$ cat config.mk
export PLATFORM = sky130hd
export DESIGN_NAME = serial_bit_tx_flat
export DESIGN_NICKNAME = d
export VERILOG_FILES = /design/src/rtl/serial_bit_tx_pkg.sv /design/src/rtl/serial_bit_tx_if.sv /design/src/rtl/serial_shift_reg.sv /design/src/rtl/serial_bit_tx.sv /design/src/flat_wrapper.sv
export SDC_FILE = /design/constraint.sdc
export NUM_CORES = 1
export LEC_CHECK = 0
export BUFFER_PORTS_ARGS = -buffer_cell sky130_fd_sc_hd__buf_2
export CAP_MARGIN = 20
export CORE_MARGIN = 1
export CORE_UTILIZATION = 55
export DETAILED_ROUTE_END_ITERATION = 10
export GPL_TIMING_DRIVEN = 0
export PLACE_DENSITY = 0.83
export SETUP_SLACK_MARGIN = 0.1
export SYNTH_ARGS = -nofsm -noshare
export SYNTH_HDL_FRONTEND = slang
export SYNTH_SLANG_ARGS = --single-unit
$ cat constraint.sdc
create_clock -name clock -period 4.55 [get_ports clock]
set_input_delay 1.365 -clock clock [delete_from_list [all_inputs] [get_ports clock]]
set_output_delay 1.365 -clock clock [all_outputs]
set_load 0.01 [all_outputs]
$ cat src/rtl/serial_bit_tx_pkg.sv
// ============================================================================
// Module : serial_tx_pkg
// Brief  : Shared types, widths and parity helper for the serial bit transmitter.
// Rev    : 1.0  initial release
// ============================================================================
`default_nettype none

package serial_tx_pkg;

    typedef enum logic [1:0] {
        ST_IDLE   = 2'd0,
        ST_SHIFT  = 2'd1,
        ST_PARITY = 2'd2,
        ST_GAP    = 2'd3
    } state_e;

    localparam int GAP_CNT_W = 8;

    function automatic logic even_parity(input logic [31:0] word);
        return ^word;
    endfunction

endpackage

`default_nettype wire

$ cat src/rtl/serial_bit_tx_if.sv
// ============================================================================
// Module : serial_bit_tx_if
// Brief  : Word handshake and serial stream signals of the serial bit transmitter.
// Rev    : 1.0  initial release
// ============================================================================
`default_nettype none

interface serial_bit_tx_if #(
    parameter int WIDTH = 8
) ();
    logic [WIDTH-1:0] in_data;
    logic             in_valid;
    logic             in_ready;
    logic             bit_out;
    logic             bit_valid;
    logic             last;
    logic             busy;

    modport master (
        output in_data,
        output in_valid,
        input  in_ready,
        input  bit_out,
        input  bit_valid,
        input  last,
        input  busy
    );

    modport slave (
        input  in_data,
        input  in_valid,
        output in_ready,
        output bit_out,
        output bit_valid,
        output last,
        output busy
    );
endinterface

`default_nettype wire

$ cat src/rtl/serial_shift_reg.sv
// ============================================================================
// Module : serial_shift_reg
// Brief  : Loadable WIDTH-bit shift register with a look-ahead serial output.
// Rev    : 1.0  initial release
// ============================================================================
`default_nettype none

module serial_shift_reg #(
    parameter int WIDTH     = 8,
    parameter bit MSB_FIRST = 1'b1
) (
    input  wire logic             clock,
    input  wire logic             reset,
    input  wire logic             load_i,
    input  wire logic             shift_i,
    input  wire logic [WIDTH-1:0] data_i,
    output logic                  serial_o
);

    logic [WIDTH-1:0] data_q;
    logic [WIDTH-1:0] shifted;
    logic             first_bit;
    logic             next_bit;

    // serial_o is the bit that becomes current after the coming edge:
    // the head of a word being loaded, or the successor of the current head.
    generate
        if (MSB_FIRST) begin : g_msb
            assign first_bit = data_i[WIDTH-1];
            assign next_bit  = data_q[WIDTH-2];
            assign shifted   = data_q << 1;
        end else begin : g_lsb
            assign first_bit = data_i[0];
            assign next_bit  = data_q[1];
            assign shifted   = data_q >> 1;
        end
    endgenerate

    assign serial_o = load_i ? first_bit : next_bit;

    always_ff @(posedge clock) begin
        if (reset) begin
            data_q <= '0;
        end else if (load_i) begin
            data_q <= data_i;
        end else if (shift_i) begin
            data_q <= shifted;
        end
    end

endmodule

`default_nettype wire

$ cat src/rtl/serial_bit_tx.sv
// ============================================================================
// Module : serial_bit_tx
// Brief  : Serializes handshaked parallel words onto a single-bit stream.
//          Optional even-parity bit per word: define SERIAL_TX_PARITY_EN.
// Rev    : 1.0  initial release
// ============================================================================
`default_nettype none

module serial_bit_tx
    import serial_tx_pkg::*;
#(
    parameter int   WIDTH      = 8,
    parameter int   GAP_CYCLES = 0,
    parameter logic IDLE_BIT   = 1'b0,
    parameter bit   MSB_FIRST  = 1'b1
) (
    input  wire logic      clock,
    input  wire logic      reset,
    serial_bit_tx_if.slave bus
);

    localparam int CNT_W   = $clog2(WIDTH + 1);
    localparam bit HAS_GAP = (GAP_CYCLES > 0);
`ifdef SERIAL_TX_PARITY_EN
    localparam bit PARITY_EN = 1'b1;
`else
    localparam bit PARITY_EN = 1'b0;
`endif

    state_e                 state_q, state_d;
    logic [CNT_W-1:0]       cnt_q, cnt_d;
    logic [GAP_CNT_W-1:0]   gap_q, gap_d;
    logic                   parity_q, parity_d;
    logic                   bit_out_q, bit_out_d;
    logic                   bit_valid_q, bit_valid_d;
    logic                   last_q, last_d;

    logic                   last_shift;
    logic                   ready;
    logic                   accept;
    logic                   sr_shift;
    logic                   sr_serial;

    assign last_shift = (state_q == ST_SHIFT) && (cnt_q == CNT_W'(WIDTH - 1));
    assign accept     = bus.in_valid && ready;
    assign sr_shift   = (state_q == ST_SHIFT) && !last_shift;

    // A new word may be taken on the closing cycle of the current word only
    // when nothing (parity or gap) follows it, giving bubble-free streaming.
    always_comb begin
        ready = 1'b0;
        case (state_q)
            ST_IDLE:   ready = 1'b1;
            ST_SHIFT:  ready = last_shift && !PARITY_EN && !HAS_GAP;
            ST_PARITY: ready = !HAS_GAP;
            default:   ready = 1'b0;
        endcase
    end

    always_comb begin
        state_d  = state_q;
        cnt_d    = '0;
        gap_d    = '0;
        parity_d = parity_q;
        if (accept) begin
            parity_d = even_parity(32'(bus.in_data));
        end
        case (state_q)
            ST_IDLE: begin
                if (accept) begin
                    state_d = ST_SHIFT;
                end
            end
            ST_SHIFT: begin
                if (!last_shift) begin
                    cnt_d = cnt_q + CNT_W'(1);
                end else if (PARITY_EN) begin
                    state_d = ST_PARITY;
                end else if (HAS_GAP) begin
                    state_d = ST_GAP;
                end else if (accept) begin
                    state_d = ST_SHIFT;
                end else begin
                    state_d = ST_IDLE;
                end
            end
            ST_PARITY: begin
                if (HAS_GAP) begin
                    state_d = ST_GAP;
                end else if (accept) begin
                    state_d = ST_SHIFT;
                end else begin
                    state_d = ST_IDLE;
                end
            end
            ST_GAP: begin
                if (gap_q == GAP_CNT_W'(GAP_CYCLES - 1)) begin
                    state_d = ST_IDLE;
                end else begin
                    gap_d = gap_q + GAP_CNT_W'(1);
                end
            end
            default: state_d = ST_IDLE;
        endcase

        // Stream outputs are registered, so they follow the next state.
        bit_valid_d = (state_d == ST_SHIFT) || (state_d == ST_PARITY);
        bit_out_d   = IDLE_BIT;
        if (state_d == ST_SHIFT) begin
            bit_out_d = sr_serial;
        end else if (state_d == ST_PARITY) begin
            bit_out_d = parity_q;
        end
        if (PARITY_EN) begin
            last_d = (state_d == ST_PARITY);
        end else begin
            last_d = (state_d == ST_SHIFT) && (cnt_d == CNT_W'(WIDTH - 1));
        end
    end

    always_ff @(posedge clock) begin
        if (reset) begin
            state_q     <= ST_IDLE;
            cnt_q       <= '0;
            gap_q       <= '0;
            parity_q    <= 1'b0;
            bit_out_q   <= IDLE_BIT;
            bit_valid_q <= 1'b0;
            last_q      <= 1'b0;
        end else begin
            state_q     <= state_d;
            cnt_q       <= cnt_d;
            gap_q       <= gap_d;
            parity_q    <= parity_d;
            bit_out_q   <= bit_out_d;
            bit_valid_q <= bit_valid_d;
            last_q      <= last_d;
        end
    end

    serial_shift_reg #(
        .WIDTH     (WIDTH),
        .MSB_FIRST (MSB_FIRST)
    ) u_shift_reg (
        .clock    (clock),
        .reset    (reset),
        .load_i   (accept),
        .shift_i  (sr_shift),
        .data_i   (bus.in_data),
        .serial_o (sr_serial)
    );

    assign bus.in_ready  = ready;
    assign bus.bit_out   = bit_out_q;
    assign bus.bit_valid = bit_valid_q;
    assign bus.last      = last_q;
    assign bus.busy      = (state_q != ST_IDLE);

endmodule

`default_nettype wire

$ cat src/flat_wrapper.sv
// flat-port wrapper written by rule: the top's interface ports become plain ports
module serial_bit_tx_flat import serial_tx_pkg::*;
#(
    parameter int   WIDTH      = 8,
    parameter int   GAP_CYCLES = 0,
    parameter logic IDLE_BIT   = 1'b0,
    parameter bit   MSB_FIRST  = 1'b1
)
  (clock, reset, bus_in_data, bus_in_valid, bus_in_ready, bus_bit_out, bus_bit_valid, bus_last, bus_busy);
  serial_bit_tx_if #(.WIDTH(WIDTH)) bus_i ();
  input  wire logic clock;
  input  wire logic reset;
  input wire logic [$bits(bus_i.in_data)-1:0] bus_in_data;
  input wire logic [$bits(bus_i.in_valid)-1:0] bus_in_valid;
  output wire logic [$bits(bus_i.in_ready)-1:0] bus_in_ready;
  output wire logic [$bits(bus_i.bit_out)-1:0] bus_bit_out;
  output wire logic [$bits(bus_i.bit_valid)-1:0] bus_bit_valid;
  output wire logic [$bits(bus_i.last)-1:0] bus_last;
  output wire logic [$bits(bus_i.busy)-1:0] bus_busy;
  assign bus_i.in_data = bus_in_data;
  assign bus_i.in_valid = bus_in_valid;
  assign bus_in_ready = bus_i.in_ready;
  assign bus_bit_out = bus_i.bit_out;
  assign bus_bit_valid = bus_i.bit_valid;
  assign bus_last = bus_i.last;
  assign bus_busy = bus_i.busy;
  serial_bit_tx #(.WIDTH(WIDTH), .GAP_CYCLES(GAP_CYCLES), .IDLE_BIT(IDLE_BIT), .MSB_FIRST(MSB_FIRST)) u_core (.clock(clock), .reset(reset), .bus(bus_i));
endmodule
==> out/metrics.yaml, run 1 <==
status:
  outcome: "finished clean"
routing:
  ant_nets: 0
  drt_iter0_drc: 29
  wirelength_um: 2043
  wl_per_cell_um: 13.01
  dr.pass1.iters: 4
  vias_per_cell: 5.510
  vias: 865
  drc: 0
timing:
  relSlewSlack_pct: 53.63
  hold_viol: 0
  drv_slew: 0
  finalSetupTns_ns: 0
  setup_slack_ns: 1.822
  period_share_pct: 59.96
  finalClockSkew_ns: 0.01204
  setup_viol: 0
  clock.fmax_mhz: 366.5
  min_period_ns: 2.728
  rsz0062_at_grt: "no"
  tightest_slew_ns: 0.6882
  timing.hold.ws_ns: 0.5001
yosys:
  synth_top_area_share_pct: 44.74
  syn_area_um2: 1119
  seq_area_frac_synth_pct: 44.74
  netlist_top_cells_area: "dfxtp_1 45%, xnor2_1 6.3%, nor2_1 5.7%"
  yosysMostFrequentCell: "dfxtp_1"
  synth_commonest_cells: "25 x dfxtp_1, 17 x nor2_1, 9 x nand2_1, 8 x xnor2_1"
  avgSynthCellArea_um2: 9.812
  yosysTopAreaCell: "dfxtp_1"
  synth_nets: 129
  ys_types: 34
  synthCells: 114
  synth_ff_type: "dfxtp_1"
  synth_async_sr_flop_share_pct: 0
  yosys_register_bits: 25
  synth_edf_count: 0
  yosys_warnings: 0
setup_path:
  cp-start-kind: "flip-flop"
  rr_startpoint: "u_core.cnt_q[0]"
  worst-path-buf-inv: 1
  worstPathMaxFanout: 4
  crit_family: "flip-flops"
  cp.arrival_ns: 1.36
  cp_cell_sequence: "ha_1, nand4bb_4, nand2_1, buf_2"
  r2r_slack_ns: 2.45
  setup.worst_path.end_class: "output port"
  slowest_delay_ns: 0.41
  r2r_cells: 8
  critPathSlowestCell: "dfxtp_1"
  cp.required_ns: 3.18
  worstSetupPathType: "reg -> out"
  regToRegEndpoint: "u_core.bus.bit_out"
placed_design:
  gp_congestion: 0.7589
  dp_cells: 153
  post-place-ws_ns: 1.715
  dp_hpwl_um: 1496
  port_buffers: 14
worst_hold_path:
  holdPathStages: 1
  holdCritStartpoint: "u_core.cnt_q[0]"
  min_to: "u_core.bus.last"
  hold_class: "reg -> reg"
grt:
  overflow: 0
  antenna_found_initial: 0
  grt_pass1_wl_um: 3270
  grt_max_degree: 15
  grt_usage_pct: 21.10
  grt_pass1_vias: 802
pwr:
  clockPowerShare_pct: 25.7
  sw_frac_of_total_pct: 24.28
  ir_worst_vdd_mv: 0.2192
  power_density_nw_per_um2: 298.5
  p_leak_nw: 0.4942
  p_switching_w: 0.00009041
  pwr-share-seq_pct: 61.9
  p_comb_share_pct: 12.4
  power.internal_w: 0.0002820
  power.total_w: 0.0003724
cts:
  cts_setup_buffers: 0
  tritoncts.num_buffers: 3
  h-tree-depth: 1
  insertion_delay_ns: 0.31
  cts.sinks: 25
  clockBufferDepth: 2
  cts.clk_slew.worst_paths_ns: 0.14
  cts_resized: 0
  ctsHoldBuffers: 0
  cts_root_buffer: "clkbuf_4"
  cts_tree: "built"
die:
  die_width_um: 47.10
  dieArea_um2: 2218
  io_pins: 16
  start_util_pct: 61.44
  core_area_um2: 1821
  rows: 15
  die_y_um: 47.10
cells_and_area:
  area_growth_pct: 11.52
  final_net_count: 148
  drive_above_1_share_pct: 19.70
  n_antenna_cell: 0
  stdcell_count: 157
job:
  drv_cap: 0
[state kept, by name, summed over array words and instances (netlist names)]
name and count:
u_core.bus.bit_valid 1, u_core.bus.bit_out 1, u_core.gap_q 8, u_core.bus.last 1, u_core.cnt_q 4, u_core.state_q 2
u_core.u_shift_reg.data_q 7, u_core.parity_q 1
[kinds of logic (layout without fill, tap and decap cells)]
family	after synthesis	in the layout	synth area share (%)
adder cells (fa/ha/maj)	4	4	4.474
buffers and inverters	7	25	3.020
flip-flops	25	25	44.74
AO/OA/AOI/OAI	17	17	13.87
XOR/XNOR	14	14	10.96
AND/OR/NAND/NOR	46	46	22.04
multiplexers	1	1	0.8949
[cell type report]
| class | count | area [um2] |
|---|---|---|
| clock inverter | 1 | 5.005 |
| fill | 161 | 573.1 |
| inverter | 4 | 15.01 |
| timing repair buffer | 14 | 70.07 |
| clock buffer | 3 | 22.52 |
| buffer | 3 | 18.77 |
| multi-input combinational | 82 | 584.3 |
| sequential | 25 | 500.5 |
| tap | 25 | 31.28 |
[per-stage QoR]
stage / utilization, % / cell area [um2]
5_1_grt: 68.52 / 1247
3_5_place_dp: 67.01 / 1220
2_1_floorplan: - / 1119
4_1_cts: 68.52 / 1247
6_report: 68.52 / 1247
3_3_place_gp: 67.01 / 1220
[layer usage]
| layer | vias up | part of all wire [%] | GRT usage [%] |
|---|---|---|---|
| met1 | 407 | 44 | 23.52 |
| met2 | 13 | 52 | 38.61 |
| met5 | - | 0 | 0 |
| met3 | 4 | 2.3 | 3.077 |
| met4 | 0 | 1.7 | 10.86 |
| li1 | 441 | - | - |
[placed cells by master, fill, tap and decap left out, types with 2 or more instances in the layout]
cell,count
dfxtp_1,25
xnor2_1,8
nor2_1,17
nor3_1,4
ha_1,4
clkbuf_4,3
a21oi_1,2
a222oi_1,6
clkbuf_1,2
or2_2,2
xor2_1,6
nand2_1,9
nand3_1,3
buf_2,14
o21ai_0,2
inv_1,4
[worst reg2reg max path: cells and delay by family, from the launching register on]
| kind | cells | cell delay (ns) |
|---|---|---|
| buffers and inverters | 1 | 0.07 |
| DFF | 1 | 0.41 |
| and+or+nand+nor | 2 | 0.43 |
| adders and majority gates | 2 | 0.53 |
| AOI/OAI and AO/OA | 3 | 0.57 |
[power by group through the flow]
stage               Combinational (W)  Clock (W)  Sequential (W)
floorplan                   0.0000325          0        0.000235
global placement            0.0000451          0        0.000235
detailed placement          0.0000464          0        0.000235
CTS                         0.0000465  0.0000983        0.000230
global route                0.0000514   0.000108        0.000231
finish                      0.0000462  0.0000958        0.000230
[worst max path at each step]
stage               startpoint                  to  slack (ns)  cells past startpoint
6_report       u_core.cnt_q[0]        bus_in_ready        1.82                      4
5_1_grt        u_core.cnt_q[0]        bus_in_ready        1.73                      4
4_1_cts        u_core.cnt_q[0]        bus_in_ready        1.81                      4
3_5_place_dp      bus_in_valid  u_core.bus.bit_out        1.72                      8
3_3_place_gp      bus_in_valid  u_core.bus.bit_out        1.73                      8
2_1_floorplan     bus_in_valid  u_core.bus.bit_out        1.97                      7
(Power assumes the default switching activity.)
==> run 2: changes to the inputs <==
- ABC_AREA: not set -> 1
- PLACE_DENSITY: 0.83 -> 0.82
- clock period: 4.55 -> 2.6 ns (I/O delays scaled with it)
==> run 2 against run 1 <==
Sequential share of layout area decreased by 5.7 points. Die area up 18%. Final cell count rose by 52%. Register-to-register slack worse by 1.7 ns. Sequential cell count stayed put. Cell area increased by 17%. Synthesized area is 18% higher. Sequential power up 75%. Core utilization down 3.4 points. Combinational power increased by 120%. Worst hold slack worse by 0.041 ns. Critical path depth up 2. Critical path type unchanged. Critical endpoint unchanged.
==> out/metrics.yaml, run 2 <==
status:
  outcome: "finished clean"
routing:
  vias: 1172  # +35%
  ant_nets: 0  # unchanged
  vias_per_cell: 4.904  # -11%
  wirelength_um: 2469  # +21%
  wl_per_cell_um: 10.33  # -21%
  drc: 0  # unchanged
  drt_iter0_drc: 22  # -24%
  dr.pass1.iters: 4  # unchanged
worst_hold_path:
  hold_class: "reg -> reg"
  holdCritStartpoint: "u_core.gap_q[0]"
  min_to: "u_core.gap_q[0]"
  holdPathStages: 1  # unchanged
timing:
  rsz0062_at_grt: "no"
  finalSetupTns_ns: 0  # unchanged
  tightest_slew_ns: 0.2774  # -0.4108 ns
  setup_viol: 0  # unchanged
  period_share_pct: 86.86
  clock.fmax_mhz: 442.8
  min_period_ns: 2.258
  relSlewSlack_pct: 81.46  # +28 points
  hold_viol: 0  # unchanged
  setup_slack_ns: 0.3416  # -1.480 ns
  finalClockSkew_ns: 0.02054  # +0.008501 ns
  drv_slew: 0  # unchanged
die:
  die_y_um: 51.06  # +8.4%
  rows: 17  # +2
  io_pins: 16  # unchanged
  core_area_um2: 2233  # +23%
  dieArea_um2: 2607  # +18%
  die_width_um: 51.06  # +8.4%
  start_util_pct: 59.27  # -2.2 points
setup_path:
  cp.required_ns: 1.82  # -1.36 ns
  slowest_delay_ns: 0.41  # about the same
  cp-start-kind: "flip-flop"
  setup.worst_path.end_class: "output port"
  crit_top_cell: "nand2_2"
  r2r_cells: 11  # +3
  cp_cell_sequence: "ha_1, nand2_1, nor2_1, nand2_2, nand2_2, buf_2"
  r2r_slack_ns: 0.71  # -1.74 ns
  rr_startpoint: "u_core.cnt_q[0]"
  cp.arrival_ns: 1.48  # +0.12 ns
  critPathSlowestCell: "dfxtp_1"
  regToRegEndpoint: "u_core.bus.bit_out"
  worstPathMaxFanout: 4  # unchanged
  worstSetupPathType: "reg -> out"
cts:
  h-tree-depth: 1  # unchanged
  cts_resized: 0  # unchanged
  cts_setup_buffers: 0  # unchanged
  cts_root_buffer: "clkbuf_4"
  ctsHoldBuffers: 0  # unchanged
  cts.clk_slew.worst_paths_ns: 0.13  # about the same
  cts_tree: "built"
  tritoncts.num_buffers: 3  # unchanged
  clockBufferDepth: 2  # unchanged
  cts.sinks: 25  # unchanged
  insertion_delay_ns: 0.33  # +0.02 ns
cells_and_area:
  largest_register_ffs: 8  # unchanged
  area_growth_pct: 9.830
  final_cell_mix: "63 x nand2_1, 25 x dfxtp_1, 24 x inv_1"
  final_net_count: 227  # +53%
  n_antenna_cell: 0  # unchanged
  drive_above_1_share_pct: 20.38  # +0.68 points
  fin_util_pct: 65.10  # -3.4 points
  largestRegisters: "u_core.gap_q (8), u_core.u_shift_reg.data_q (7), u_core.cnt_q (4)"
  mostFrequentLayoutCell: "nand2_1"
  top_register: "u_core.gap_q"
  n_fill_cell: 207  # +29%
  regArea_um2: 500.5  # unchanged
  multiInputGateArea_um2: 701.9  # +20%
grt:
  grt_pass1_wl_um: 4326  # +32%
  grt_max_degree: 16  # +1
  overflow: 0  # unchanged
  antenna_found_initial: 0  # unchanged
  grt_usage_pct: 21.61  # +0.51 points
  grt_pass1_vias: 1081  # +35%
yosys:
  synth_edf_count: 0  # unchanged
  synth_commonest_cells: "63 x nand2_1, 25 x dfxtp_1, 24 x inv_1, 21 x nor2_1"
  synthCells: 194  # +70%
  netlist_top_cells_area: "dfxtp_1 38%, nand2_1 18%, inv_1 6.8%"
  synth_nets: 209  # +62%
  yosys_warnings: 0  # unchanged
  seq_area_frac_synth_pct: 37.81  # -6.9 points
  yosysMostFrequentCell: "nand2_1"
  ys_types: 25  # -26%
  synth_top_area_share_pct: 37.81  # -6.9 points
  synth_ff_type: "dfxtp_1"
  yosysTopAreaCell: "dfxtp_1"
  synth_async_sr_flop_share_pct: 0  # unchanged
  syn_area_um2: 1324  # +18%
  avgSynthCellArea_um2: 6.824  # -30%
  yosys_register_bits: 25  # unchanged
pwr:
  clockPowerShare_pct: 26.7  # +1.0 points
  p_comb_share_pct: 14.8  # +2.4 points
  power.internal_w: 0.0004925  # +75%
  sw_frac_of_total_pct: 28.41  # +4.1 points
  p_leak_nw: 0.7197  # +46%
  p_switching_w: 0.0001954  # +120%
  pwr-share-seq_pct: 58.5  # -3.4 points
  power_density_nw_per_um2: 473.1  # +59%
  ir_worst_vdd_mv: 0.4422  # +100%
placed_design:
  gp_congestion: 0.8072  # +6.4%
  post-place-ws_ns: 0.6158  # -1.099 ns
  port_buffers: 13  # -1
  dp_hpwl_um: 1928  # +29%
job:
  drv_cap: 0  # unchanged
run 2: layer usage:
layer	track usage [%]	share of wire (%)	vias up
met5	0	0	-
met4	5.093	0.36	0
met3	5.060	2.5	2
met2	38.60	50	11
met1	25.83	47	528
li1	-	-	631
run 2: worst max path at each step:
stage / from / to / slack [ns] / depth (start not counted)
2_1_floorplan: bus_in_valid / u_core.bus.bit_out / 0.77 / 11
5_1_grt: u_core.cnt_q[0] / bus_in_ready / 0.24 / 6
4_1_cts: u_core.cnt_q[0] / bus_in_ready / 0.32 / 6
6_report: u_core.cnt_q[0] / bus_in_ready / 0.34 / 6
3_5_place_dp: bus_in_valid / u_core.bus.bit_out / 0.62 / 11
3_3_place_gp: bus_in_valid / u_core.bus.bit_out / 0.63 / 11
run 2: cell families (layout without fill, tap and decap cells):
kind of cell / count (synthesis) / count (layout) / share of synthesized area (%)
xor gates and xnor gates: 5 / 5 / 3.309
DFF: 25 / 25 / 37.81
adders and majority gates: 4 / 4 / 3.781
and+or+nand+nor: 119 / 119 / 40.93
AOI/OAI and AO/OA: 11 / 11 / 5.009
buffers and inverters: 30 / 47 / 9.168
run 2: layout make-up:
class | count | share of cell area, %
clock inverters | 1 | 0.5164
flip-flops and latches | 25 | 34.42
inverters | 27 | 7.143
plain buffers | 3 | 1.205
repair buffers | 13 | 4.475
multi-input cells | 139 | 48.28
well taps | 28 | 2.410
clock buffers | 3 | 1.549
run 2: per-stage QoR:
step	total power, W	cell area [um2]	hold WS [ns]	instances
after global placement	0.0005078	1424	0.4302	235
after floorplan	0.0004830	1324	0.4179	194
after detailed placement	0.0005124	1424	0.4428	235
after CTS	0.0006907	1454	0.4619	239
after global routing	0.0007201	1454	0.4922	239
final	0.0006879	1454	0.4587	239
run 2: power by group through the flow:
| stage | combinational, W | clock, W | sequential, W |
|---|---|---|---|
| global route | 0.000116 | 0.000200 | 0.000404 |
| detailed placement | 0.000101 | 0 | 0.000411 |
| floorplan | 0.0000723 | 0 | 0.000411 |
| global placement | 0.0000973 | 0 | 0.000410 |
| finish | 0.000102 | 0.000184 | 0.000403 |
| CTS | 0.000102 | 0.000186 | 0.000403 |
run 2: worst max-delay path: cells and delay by family, from the launching register on:
family	cells	cell delay, ns
buffers and inverters	1	0.15
adders and majority gates	1	0.23
and+or+nand+nor	4	0.38
DFF	1	0.41
